[src/rtl/multicycle_control.sv]
// rtl/multicycle_control.sv - multi-cycle MIPS32 control sequencer with memory stall and retire counter
module multicycle_control #(
  parameter bit USE_MEM_READY = 1'b1,
  parameter int CNT_W         = 32
) (
  input  logic             clk,
  input  logic             rst_n,
  input  logic [5:0]       Opcode,
  input  logic             mem_ready,
  output logic             PCWrite,
  output logic             PCWriteCond,
  output logic             BranchNe,
  output logic [1:0]       PCSrc,
  output logic             IorD,
  output logic             MemRead,
  output logic             MemWrite,
  output logic             IRWrite,
  output logic             RegDst,
  output logic             MemToReg,
  output logic             RegWrite,
  output logic             ALUSrcA,
  output logic [1:0]       ALUSrcB,
  output logic [1:0]       ALUOp,
  output logic             instr_done,
  output logic             illegal_op,
  output logic [CNT_W-1:0] retired_cnt,
  output logic [3:0]       state
);

  typedef enum logic [3:0] {
    S_START  = 4'd0,
    S_FETCH  = 4'd1,
    S_DECODE = 4'd2,
    S_MEMADR = 4'd3,
    S_MEM_RD = 4'd4,
    S_WB_MEM = 4'd5,
    S_MEM_WR = 4'd6,
    S_EXEC_R = 4'd7,
    S_WB_R   = 4'd8,
    S_EXEC_I = 4'd9,
    S_WB_I   = 4'd10,
    S_BRANCH = 4'd11,
    S_JUMP   = 4'd12,
    S_TRAP   = 4'd13,
    S_RSV14  = 4'd14,
    S_RSV15  = 4'd15
  } state_t;

  localparam logic [5:0] OP_RTYPE = 6'b000000;
  localparam logic [5:0] OP_J     = 6'b000010;
  localparam logic [5:0] OP_BEQ   = 6'b000100;
  localparam logic [5:0] OP_BNE   = 6'b000101;
  localparam logic [5:0] OP_ADDI  = 6'b001000;
  localparam logic [5:0] OP_SLTI  = 6'b001010;
  localparam logic [5:0] OP_LW    = 6'b100011;
  localparam logic [5:0] OP_SW    = 6'b101011;

  state_t           r_state;
  state_t           w_next;
  logic             r_illegal;
  logic [CNT_W-1:0] r_retired;
  logic             w_ready;

  assign w_ready     = USE_MEM_READY ? mem_ready : 1'b1;
  assign state       = r_state;
  assign illegal_op  = r_illegal;
  assign retired_cnt = r_retired;

  always_ff @(posedge clk or negedge rst_n) begin
    if (!rst_n) begin
      r_state   <= S_START;
      r_illegal <= 1'b0;
      r_retired <= '0;
    end else begin
      r_state <= w_next;
      if (w_next == S_TRAP) r_illegal <= 1'b1;
      if (instr_done) r_retired <= r_retired + CNT_W'(1);
    end
  end

  always_comb begin
    w_next      = r_state;
    PCWrite     = 1'b0;
    PCWriteCond = 1'b0;
    BranchNe    = 1'b0;
    PCSrc       = 2'b00;
    IorD        = 1'b0;
    MemRead     = 1'b0;
    MemWrite    = 1'b0;
    IRWrite     = 1'b0;
    RegDst      = 1'b0;
    MemToReg    = 1'b0;
    RegWrite    = 1'b0;
    ALUSrcA     = 1'b0;
    ALUSrcB     = 2'b00;
    ALUOp       = 2'b00;
    instr_done  = 1'b0;
    case (r_state)
      S_START: w_next = S_FETCH;
      S_FETCH: begin
        MemRead = 1'b1;
        ALUSrcB = 2'b01;
        if (w_ready) begin
          IRWrite = 1'b1;
          PCWrite = 1'b1;
          w_next  = S_DECODE;
        end
      end
      // Branch target is computed speculatively here so BRANCH only needs the compare.
      S_DECODE: begin
        ALUSrcB = 2'b11;
        case (Opcode)
          OP_LW, OP_SW:     w_next = S_MEMADR;
          OP_RTYPE:         w_next = S_EXEC_R;
          OP_ADDI, OP_SLTI: w_next = S_EXEC_I;
          OP_BEQ, OP_BNE:   w_next = S_BRANCH;
          OP_J:             w_next = S_JUMP;
          default:          w_next = S_TRAP;
        endcase
      end
      S_MEMADR: begin
        ALUSrcA = 1'b1;
        ALUSrcB = 2'b10;
        w_next  = (Opcode == OP_LW) ? S_MEM_RD : S_MEM_WR;
      end
      S_MEM_RD: begin
        IorD    = 1'b1;
        MemRead = 1'b1;
        if (w_ready) w_next = S_WB_MEM;
      end
      S_WB_MEM: begin
        MemToReg   = 1'b1;
        RegWrite   = 1'b1;
        instr_done = 1'b1;
        w_next     = S_FETCH;
      end
      S_MEM_WR: begin
        IorD     = 1'b1;
        MemWrite = 1'b1;
        if (w_ready) begin
          instr_done = 1'b1;
          w_next     = S_FETCH;
        end
      end
      S_EXEC_R: begin
        ALUSrcA = 1'b1;
        ALUOp   = 2'b10;
        w_next  = S_WB_R;
      end
      S_WB_R: begin
        RegDst     = 1'b1;
        RegWrite   = 1'b1;
        instr_done = 1'b1;
        w_next     = S_FETCH;
      end
      S_EXEC_I: begin
        ALUSrcA = 1'b1;
        ALUSrcB = 2'b10;
        ALUOp   = (Opcode == OP_SLTI) ? 2'b11 : 2'b00;
        w_next  = S_WB_I;
      end
      S_WB_I: begin
        RegWrite   = 1'b1;
        instr_done = 1'b1;
        w_next     = S_FETCH;
      end
      S_BRANCH: begin
        ALUSrcA     = 1'b1;
        ALUOp       = 2'b01;
        PCWriteCond = 1'b1;
        PCSrc       = 2'b01;
        BranchNe    = Opcode[0];
        instr_done  = 1'b1;
        w_next      = S_FETCH;
      end
      S_JUMP: begin
        PCWrite    = 1'b1;
        PCSrc      = 2'b10;
        instr_done = 1'b1;
        w_next     = S_FETCH;
      end
      S_TRAP:  w_next = S_TRAP;
      default: w_next = S_START;
    endcase
  end

endmodule

[config.mk]
export PLATFORM = sky130hd
export DESIGN_NAME = multicycle_control
export DESIGN_NICKNAME = d
export VERILOG_FILES = /design/src/rtl/multicycle_control.sv
export SDC_FILE = /design/constraint.sdc
export NUM_CORES = 1
export LEC_CHECK = 0
export ABC_AREA = 1
export ABC_CLOCK_PERIOD_IN_PS = 1500
export CAP_MARGIN = 40
export CELL_PAD_IN_SITES_DETAIL_PLACEMENT = 0
export CELL_PAD_IN_SITES_GLOBAL_PLACEMENT = 1
export CORE_MARGIN = 3
export CORE_UTILIZATION = 31
export DETAILED_ROUTE_END_ITERATION = 8
export PLACE_DENSITY = 0.82
export RECOVER_POWER = 25
export SYNTH_ARGS = -nofsm -noshare
export SYNTH_HDL_FRONTEND = slang
export SYNTH_SLANG_ARGS = --single-unit
[constraint.sdc]
create_clock -name clk -period 1.5 [get_ports clk]
set_clock_uncertainty 0.1 [all_clocks]
set_input_delay 0.3 -clock clk [delete_from_list [all_inputs] [get_ports clk]]
set_output_delay 0.3 -clock clk [all_outputs]
set_load 0.02 [all_outputs]
==> impl_metrics.env <==
export IMPL_layout_setup_ws_ns=-0.382
export IMPL_syn_cell_area_um2=2480
export IMPL_core_um2=7770
export IMPL_synth_yosys_seq_area_share_pct=37.3
export IMPL_synth_top_area_cell="dfrtp_1"
export IMPL_clk_latency_ns=0.29
export IMPL_period_needed_ns=1.88
export IMPL_synthDistinctLibCells=30
export IMPL_synth_edf_count=0
export IMPL_critical_path_slowest_cell="dfrtp_2"
export IMPL_crit_fanout=5
export IMPL_ir_worst_vdd_uv=558
export IMPL_via_per_inst=4.62
export IMPL_async_flop_share_pct=100
export IMPL_areaGrowthSynthToFinish_pct=90.6
export IMPL_firstDrtPassIters=4
export IMPL_cpPeakStageDelay_ns=0.47
export IMPL_hold_viol_final=0
export IMPL_drtIter0Drc=89
export IMPL_wl_per_cell_um=13.9
export IMPL_setup_tns_final_ns=-15.71
export IMPL_syn_inst=358
export IMPL_synth_seq_cells=37
export IMPL_holdCritPathClass="register to register"
export IMPL_cts_tree="yes"
export IMPL_mappedNetlistNets=368
export IMPL_cts_buffers=5
export IMPL_fmax_mhz=531
export IMPL_hpwl_um=6050
export IMPL_critPathKind="register to primary output"
export IMPL_maxSlewHeadroom_pct=65.3
export IMPL_multiInputGateArea_um2=1780
export IMPL_violations="setup timing"
export IMPL_portBuffers=63
export IMPL_grt_util_all_layers_pct=18.5
export IMPL_dieArea_um2=9120
export IMPL_die_h_um=95.5
export IMPL_dpl_cell_count=606
export IMPL_root_buffer="clkbuf_8"
export IMPL_grtUsageMet2_pct=34.3
export IMPL_synth_ff_type="dfrtp_1"
export IMPL_die_x_um=95.5
export IMPL_grt_pass1_wl_um=13300
export IMPL_critPathRequiredTime_ns=1.10
export IMPL_rsz0062_at_grt="true"
export IMPL_drive_above_1_share_pct=47.8
export IMPL_met1_usage_pct=22.5
export IMPL_slew_viol_final=0
export IMPL_critPathArrivalTime_ns=1.48
export IMPL_setup_viol=53
export IMPL_nets=543
export IMPL_top_usage_layer="met2"
export IMPL_antenna_found_initial=0
export IMPL_end_kind="primary output"
export IMPL_synth_area_leaders="dfrtp_1, nand2_1, nor2_1"
export IMPL_via_count=2941
export IMPL_path_cells="buf_6, inv_4, nor3_4, nor2_4, nand3_4, buf_6"
export IMPL_period_share_pct=125
export IMPL_cts_clk_slew_worst_paths_ns=0.07
export IMPL_stdcell_count=636
export IMPL_start_kind="register"
export IMPL_worst_pin_slew_ns=0.521
export IMPL_finalWirelength_um=8820
export IMPL_antenna_left=0
export IMPL_synth_top_area_share_pct=37.3
export IMPL_avgSynthCellArea_um2=6.94
export IMPL_status="finished with violations"
export IMPL_finalWeightedCongestion=0.858
export IMPL_yosys_warnings=0
export IMPL_use_met3_pct=3.08
export IMPL_fill_cells=674
export IMPL_gr_total_overflow=0
export IMPL_power_density_nw_per_um2=1300
export IMPL_p_leak_nw=2.35
export IMPL_start_util_pct=32.0
export IMPL_cap_violations=0
export IMPL_ctsHtreeMaxLevel=2
export IMPL_cts_path_max_buffers=2
export IMPL_drc=0
export IMPL_grt_max_degree=21
export IMPL_path_common_cell="buf_6"
export IMPL_diodes=0
export IMPL_cts_sinks=37
export IMPL_utilization_pct=60.9
export IMPL_final_seq_area_um2=936
export IMPL_rows=32
export IMPL_num_io_pins=64
export IMPL_grt_pass1_vias=2842
==> cells in the final DEF, fill, tap and decap left out, types with 7 or more instances in the layout <==
cell,n
nand3_1,18
nand2_4,16
dfrtp_2,8
buf_2,8
dfrtp_1,29
buf_6,32
xnor2_1,8
nor3_1,10
nand2_2,17
clkdlybuf4s50_1,7
nor2_4,14
inv_1,33
nand2_1,94
xor2_1,13
nor2_1,36
clkdlybuf4s15_1,9
clkbuf_2,8
buf_4,86
dlygate4sd2_1,10
clkbuf_8,7
==> cell type report <==
type,instances,share of cell area [%]
clock inverter,1,0.106
sequential,37,19.8
timing repair buffer,173,33.9
inverter,44,3.91
multi-input combinational,272,37.5
tap,102,2.70
clock buffer,7,2.04
==> flip-flops by register name, indices dropped and copies added, names as in the netlist <==
signal	count
retired_cnt	32
state	4
illegal_op	1
==> path summary, 6_finish.rpt <==
kind	slack [ns]	startpoint	to	depth (start not counted)
setup / recovery	-0.38	state[2]$_DFF_PN0_	instr_done	6
hold / removal	0.39	illegal_op$_DFFE_PN0N_	illegal_op$_DFFE_PN0N_	2
setup reg to reg	-0.37	state[2]$_DFF_PN0_	retired_cnt[12]$_DFFE_PN0P_	10
hold reg to reg	0.39	illegal_op$_DFFE_PN0N_	illegal_op$_DFFE_PN0N_	2
max in group asynchronous	0.39	rst_n	state[1]$_DFF_PN0_	3
min in group asynchronous	0.41	rst_n	retired_cnt[11]$_DFFE_PN0P_	2
==> worst max-delay path: cells and delay by family, from the launching register on <==
family / cells / cell delay (ns)
buffers and inverters: 3 / 0.30
AND/OR/NAND/NOR: 3 / 0.43
flip-flops: 1 / 0.47
==> cells in the mapped netlist (2+ instances only) <==
cell	count
nand3_2	4
nand3_1	21
nor2_1	50
nor3_1	16
o21ai_0	4
o22ai_1	2
xnor2_1	12
dfrtp_1	37
nand2_1	126
buf_6	2
inv_2	3
nor2_4	2
inv_1	41
nor2_2	4
buf_4	2
xor2_1	13
nand4_1	4
o21ai_1	2
o211ai_1	2
==> repair_timing <==
item	in CTS	in global routing
hold buffers	1	0
gates cloned	3	2
resized for setup	234	89
setup buffers	12	7
endpoints found under the hold margin	17	0
pin swaps	12	15
setup endpoints to repair	91	77
==> logic make-up (layout without fill, tap and decap cells) <==
kind of cell,after synthesis,count (layout),synth area share [%]
flops,37,37,37.3
buf+inv,49,225,8.97
xor+xnor,25,25,8.82
simple gates,235,235,41.8
compound gates,11,11,2.67
fa+ha+maj,1,1,0.504
==> report_power, final <==
part | leakage, nW | switching [mW] | internal [mW] | total, mW
registers | 0.457 | 0.147 | 1.12 | 1.27
clock network | 0.0542 | 0.364 | 0.416 | 0.779
logic | 1.84 | 1.99 | 2.10 | 4.09
==> through the flow <==
| stage | instance area [um2] | setup slack, ns | total power [mW] | hold WS, ns |
|---|---|---|---|---|
| floorplan | 2600 | -0.292 | 2.69 | -0.0956 |
| global placement | 3980 | -0.805 | 3.87 | 0.171 |
| detailed placement | 3980 | -0.857 | 3.90 | 0.178 |
| CTS | 4470 | -0.364 | 5.63 | 0.393 |
| global route | 4730 | -0.429 | 6.43 | 0.402 |
| finish | 4730 | -0.382 | 6.14 | 0.393 |
==> layer usage <==
layer  wire [um]  up-vias
met5           0        -
met4         115        0
met3         425       10
met2        4740       53
met1        3540     1403
li1            -     1475
No activity file was read; power rests on OpenSTA's default activity.
